## config.mk

```make
export PLATFORM = sky130hd
export DESIGN_NAME = cover_toggle_collector
export DESIGN_NICKNAME = d
export VERILOG_FILES = /design/src/rtl/cover_toggle_collector.sv
export SDC_FILE = /design/constraint.sdc
export NUM_CORES = 1
export LEC_CHECK = 0
export CORE_ASPECT_RATIO = 0.8
export CORE_MARGIN = 2
export CORE_UTILIZATION = 55
export CTS_CLUSTER_SIZE = 12
export DETAILED_ROUTE_END_ITERATION = 8
export MAX_ROUTING_LAYER = met4
export PLACE_DENSITY = 0.79
export SYNTH_ARGS = -nofsm -noshare
export SYNTH_HDL_FRONTEND = slang
export SYNTH_SLANG_ARGS = --single-unit
```

## constraint.sdc

```tcl
create_clock -name clock -period 40.5 [get_ports clock]
set_input_delay 8.1 -clock clock [delete_from_list [all_inputs] [get_ports clock]]
set_output_delay 8.1 -clock clock [all_outputs]
set_load 0.1 [all_outputs]
```

## src/rtl/cover_toggle_collector.sv

```systemverilog
// Coverage collector: latches the first hit of each cover point in a sticky bitmap
// and streams each newly covered point once, as a global index, over valid/ready.
module cover_toggle_collector #(
    parameter int          WIDTH       = 64,
    parameter logic [63:0] COVER_INDEX = 64'd0,
    parameter int          MODE        = 0,
    parameter int          CNT_W       = $clog2(WIDTH + 1)
) (
    input  logic             clock,
    input  logic             reset,
    input  logic             enable,
    input  logic             clear,
    input  logic [WIDTH-1:0] valid,
    output logic             out_valid,
    input  logic             out_ready,
    output logic [63:0]      out_index,
    output logic [CNT_W-1:0] covered_count,
    output logic             all_covered
);

    localparam int IDX_W = (WIDTH > 1) ? $clog2(WIDTH) : 1;

    localparam logic [0:0] IDLE = 1'b0;
    localparam logic [0:0] SEND = 1'b1;

    logic [0:0]       state;
    logic [WIDTH-1:0] prev;
    logic             prev_ok;
    logic [WIDTH-1:0] sticky;
    logic [WIDTH-1:0] pending;
    logic [WIDTH-1:0] raw;
    logic [WIDTH-1:0] new_hits;
    logic [WIDTH-1:0] low_onehot;
    logic [WIDTH-1:0] pending_next;
    logic [IDX_W-1:0] low_idx;
    logic [CNT_W-1:0] new_count;
    logic             fire;
    logic             load;

    // Toggle mode ignores the very first sample: it only sets the baseline.
    assign raw      = (MODE == 1) ? ((valid ^ prev) & {WIDTH{prev_ok}}) : valid;
    assign new_hits = raw & ~sticky & {WIDTH{enable & ~clear}};

    assign out_valid   = (state == SEND);
    assign fire        = out_valid & out_ready;
    assign load        = (|pending) & ~clear & ((state == IDLE) | fire);
    assign low_onehot  = pending & (~pending + WIDTH'(1));
    assign all_covered = (covered_count == CNT_W'(WIDTH));

    // NOTE: every variable written here gets a default first, so no latch is inferred.
    always_comb begin
        low_idx   = '0;
        new_count = '0;
        for (int i = WIDTH - 1; i >= 0; i--) begin
            if (pending[i]) low_idx = IDX_W'(i);
        end
        for (int i = 0; i < WIDTH; i++) begin
            if (new_hits[i]) new_count = new_count + CNT_W'(1);
        end
    end

    // The bit handed to the output is dropped before this cycle's new hits are merged.
    assign pending_next = clear ? '0
                        : ((pending & ~(load ? low_onehot : '0)) | new_hits);

    // NOTE: sequential state uses non-blocking assignments so every register sees pre-edge values.
    always_ff @(posedge clock or negedge reset) begin
        if (!reset) begin
            state         <= IDLE;
            prev          <= '0;
            prev_ok       <= 1'b0;
            sticky        <= '0;
            pending       <= '0;
            out_index     <= '0;
            covered_count <= '0;
        end else begin
            prev          <= valid;
            prev_ok       <= 1'b1;
            sticky        <= clear ? '0 : (sticky | new_hits);
            pending       <= pending_next;
            covered_count <= clear ? '0 : (covered_count + new_count);
            if (load) begin
                state     <= SEND;
                out_index <= COVER_INDEX + 64'(low_idx);
            end else if (fire) begin
                state <= IDLE;
            end
        end
    end

endmodule

```

==> impl_metrics.csv <==
group,metric,value,unit
outcome,status,"finished with violations",
outcome,violations,"setup timing",
grt,grt_max_degree,83,
finish,fillers,2483,
placement,placed_cell_area,20880,um2
cts,cts_inserted_buffers,17,
floorplan,die_y,166.0,um
cts,cts_tree,"yes",
min_path,min_path_type,"reg -> reg",
min_path,whs_path_depth,2,
routing,drc,0,
grt,grt_pass1_wl,85100,um
critical_path,r2r_cells,227,
routing,drtIter0Drc,1674,
cts,worstSkewPairLatency,450,ps
finish,n_antenna_cell,0,
placement,io_buffers,83,
critical_path,crit_path_end_kind,"register",
timing,finalHoldViolations,0,
critical_path,cp_max_fo,4,
routing,vias,18320,
timing,slew_headroom,0.03919,
floorplan,dieArea,34290,um2
critical_path,crit_slowest_cell,"a311o_1",
routing,dr.pass1.iters,7,
floorplan,die_w,206.5,um
routing,ant_nets,0,
critical_path,start_kind,"input pin",
timing,fmax,22.60,MHz
timing,slew_violations,0,
timing,fin_ws,-3751,ps
routing,wirelength,53960,um
job,cap_violations,0,
critical_path,critPathBufInv,22,
cts,cts_root_buf,"clkbuf_16",
finish,synthToLayoutAreaGrowth,25.70,%
synth,ys_types,88,
pwr,ir_worst_vdd,73.63,uV
synth,syn_inst,2291,
timing,rsz0062_at_grt,"yes",
cts,clkSinkCount,142,
critical_path,cp.required,40880,ps
finish,nets,2724,
timing,finClkSkew,11.00,ps
timing,post-route-period-util,1.093,
pwr,power_density,84.69,nW/um2
finish,final_area,22690,um2
synth,synth_top_area_frac,0.1969,
grt,grt_usage,0.3104,
pwr,totalPowerFinal,1.921,mW
synth,synth_ff_type,"dfrtp_1",
pwr,leakage,9.523,nW
critical_path,path_depth,230,
floorplan,ios,142,
cts,clkTransAtPathRegs,60,ps
placement,gp_congestion,0.9509,
grt,antenna_found_initial,0,
floorplan,core-area,32410,um2
synth,avgSynthCellArea,7.879,um2
routing,vias_per_cell,6.060,
critical_path,critical_path.top_delay_family,"adder cells",
synth,synth_edf_count,0,
floorplan,initial_core_util,0.5570,
cts,holdBufCountCts,0,
timing,tightestPinTransition,1422,ps
cts,max-clock-path-buffers,2,
timing,layout_min_cycle_time,44250,ps
finish,drive_above_1_share,0.2130,
critical_path,worstPathArrival,44630,ps
placement,hpwl,38440,um
synth,synth_top_cell_by_area,"dfrtp_1",
synth,synth_area,18050,um2
critical_path,cpPeakStageDelay,350,ps
timing,finalSetupViolCount,6,
critical_path,path_common_cell,"ha_4",
grt,grt_remaining_overflow,0,
floorplan,rows,59,
synth,synth.area.top_cells,"dfrtp_1 20%, xnor2_1 11%, nand2_1 5.6%",
synth,async_reset_ff_frac,1.000,
cts,htree_levels,4,
synth,ys_seq_area_frac,0.1969,
grt,grt_pass1_vias,17220,
synth,yosysWarnings,0,
synth,synth-seq-cells,142,
routing,routedWlPerCell,17.85,um
critical_path,worstSetupPathType,"in -> reg",
worst reg2reg max path, delay by kind of cell (launching register included):
| kind | cells | cell delay, ps |
|---|---|---|
| flops | 1 | 410 |
| simple gates | 63 | 5570 |
| xor+xnor | 13 | 2040 |
| fa+ha+maj | 62 | 16670 |
| compound gates | 60 | 8270 |
| mux | 9 | 2090 |
| buf+inv | 20 | 1720 |
routing by layer:
metal / vias to the layer above / GRT usage / part of all wire
met5: - / - / 0
met1: 8858 / 0.4248 / 0.44
li1: 8644 / - / -
met2: 720 / 0.4851 / 0.47
met3: 96 / 0.04160 / 0.073
met4: 0 / 0.07733 / 0.016
flip-flops by register name (all words and copies together), names as in the netlist:
register       cells
pending           64
out_valid          1
sticky            64
out_index          6
covered_count      7
layout make-up:
type / count / area [um2] / share of cell area
clock buffer: 21 / 460.4 / 0.02029
tap: 427 / 534.3 / 0.02355
timing repair buffer: 344 / 2834 / 0.1249
inverter: 84 / 322.8 / 0.01423
multi-input combinational: 1996 / 14870 / 0.6554
clock inverter: 9 / 112.6 / 0.004963
sequential: 142 / 3553 / 0.1566
power breakdown:
part           switching, mW  internal (mW)
Sequential            0.0136          0.155
Clock                 0.0692         0.0934
Combinational          0.834          0.756
cell usage after synthesis (all sizes together), types with 27 or more instances:
cell	instances
xnor2	237
nand2	267
inv	84
nor3b	36
dfrtp	142
o21ai	100
a21oi	167
nand3	64
nor3	59
nor2b	33
buf	72
nor4bb	28
nor2	241
xor2	103
nand3b	34
xnor3	35
o31ai	30
a31o	28
nand2b	27
clkbuf	54
nor4	28
ha	69
layout by cell type, fill, tap and decap left out, types with 35 or more instances in the layout:
cell               n
a21oi_1          153
buf_4            257
clkdlybuf4s50_1   77
conb_1            58
dfrtp_1          142
inv_1             65
nand2_1          241
nand3_1           62
nor2_1           223
nor3_1            59
nor3b_1           35
o21ai_0           75
xnor2_1          213
xor2_1           100
cell families after synthesis:
family / share of synthesized area
other: 0.0002078
buffers and inverters: 0.05649
muxes: 0.02197
AOI/OAI and AO/OA: 0.1822
and+or+nand+nor: 0.2623
xor gates and xnor gates: 0.2310
DFF: 0.1969
adders and majority gates: 0.04894
timing repair:
item | in CTS | in global routing
gates resized for setup | 37 | 108
setup endpoints to repair | 6 | 6
pin swaps | 45 | 125
buffers inserted | 43 | 33
through the flow:
step / hold slack [ps] / std cells / setup slack (ps) / setup TNS [ps] / util
2_1_floorplan: 453.7 / 2348 / -3563 / -12220 / -
3_3_place_gp: 472.1 / 2923 / -2429 / -5814 / 0.6444
3_5_place_dp: 478.5 / 2923 / -4069 / -15250 / 0.6444
4_1_cts: 496.6 / 2996 / -3179 / -9957 / 0.6785
5_1_grt: 520.8 / 3023 / -5422 / -22420 / 0.7001
6_report: 500.4 / 3023 / -3751 / -13310 / 0.7001
worst paths after layout:
kind                                 startpoint                          to  slack, ps
max reg2reg                 sticky[0]$_DFF_PN0_  covered_count[6]$_DFF_PN0_       3620
max in group asynchronous                 reset       pending[44]$_DFF_PN0_      31470
max                                       clear  covered_count[6]$_DFF_PN0_      -3750
min                        sticky[36]$_DFF_PN0_        sticky[36]$_DFF_PN0_        500
min reg2reg                sticky[36]$_DFF_PN0_        sticky[36]$_DFF_PN0_        500
min in group asynchronous                 reset         sticky[0]$_DFF_PN0_       7700
Note: power is estimated with default switching activity, not from simulation.
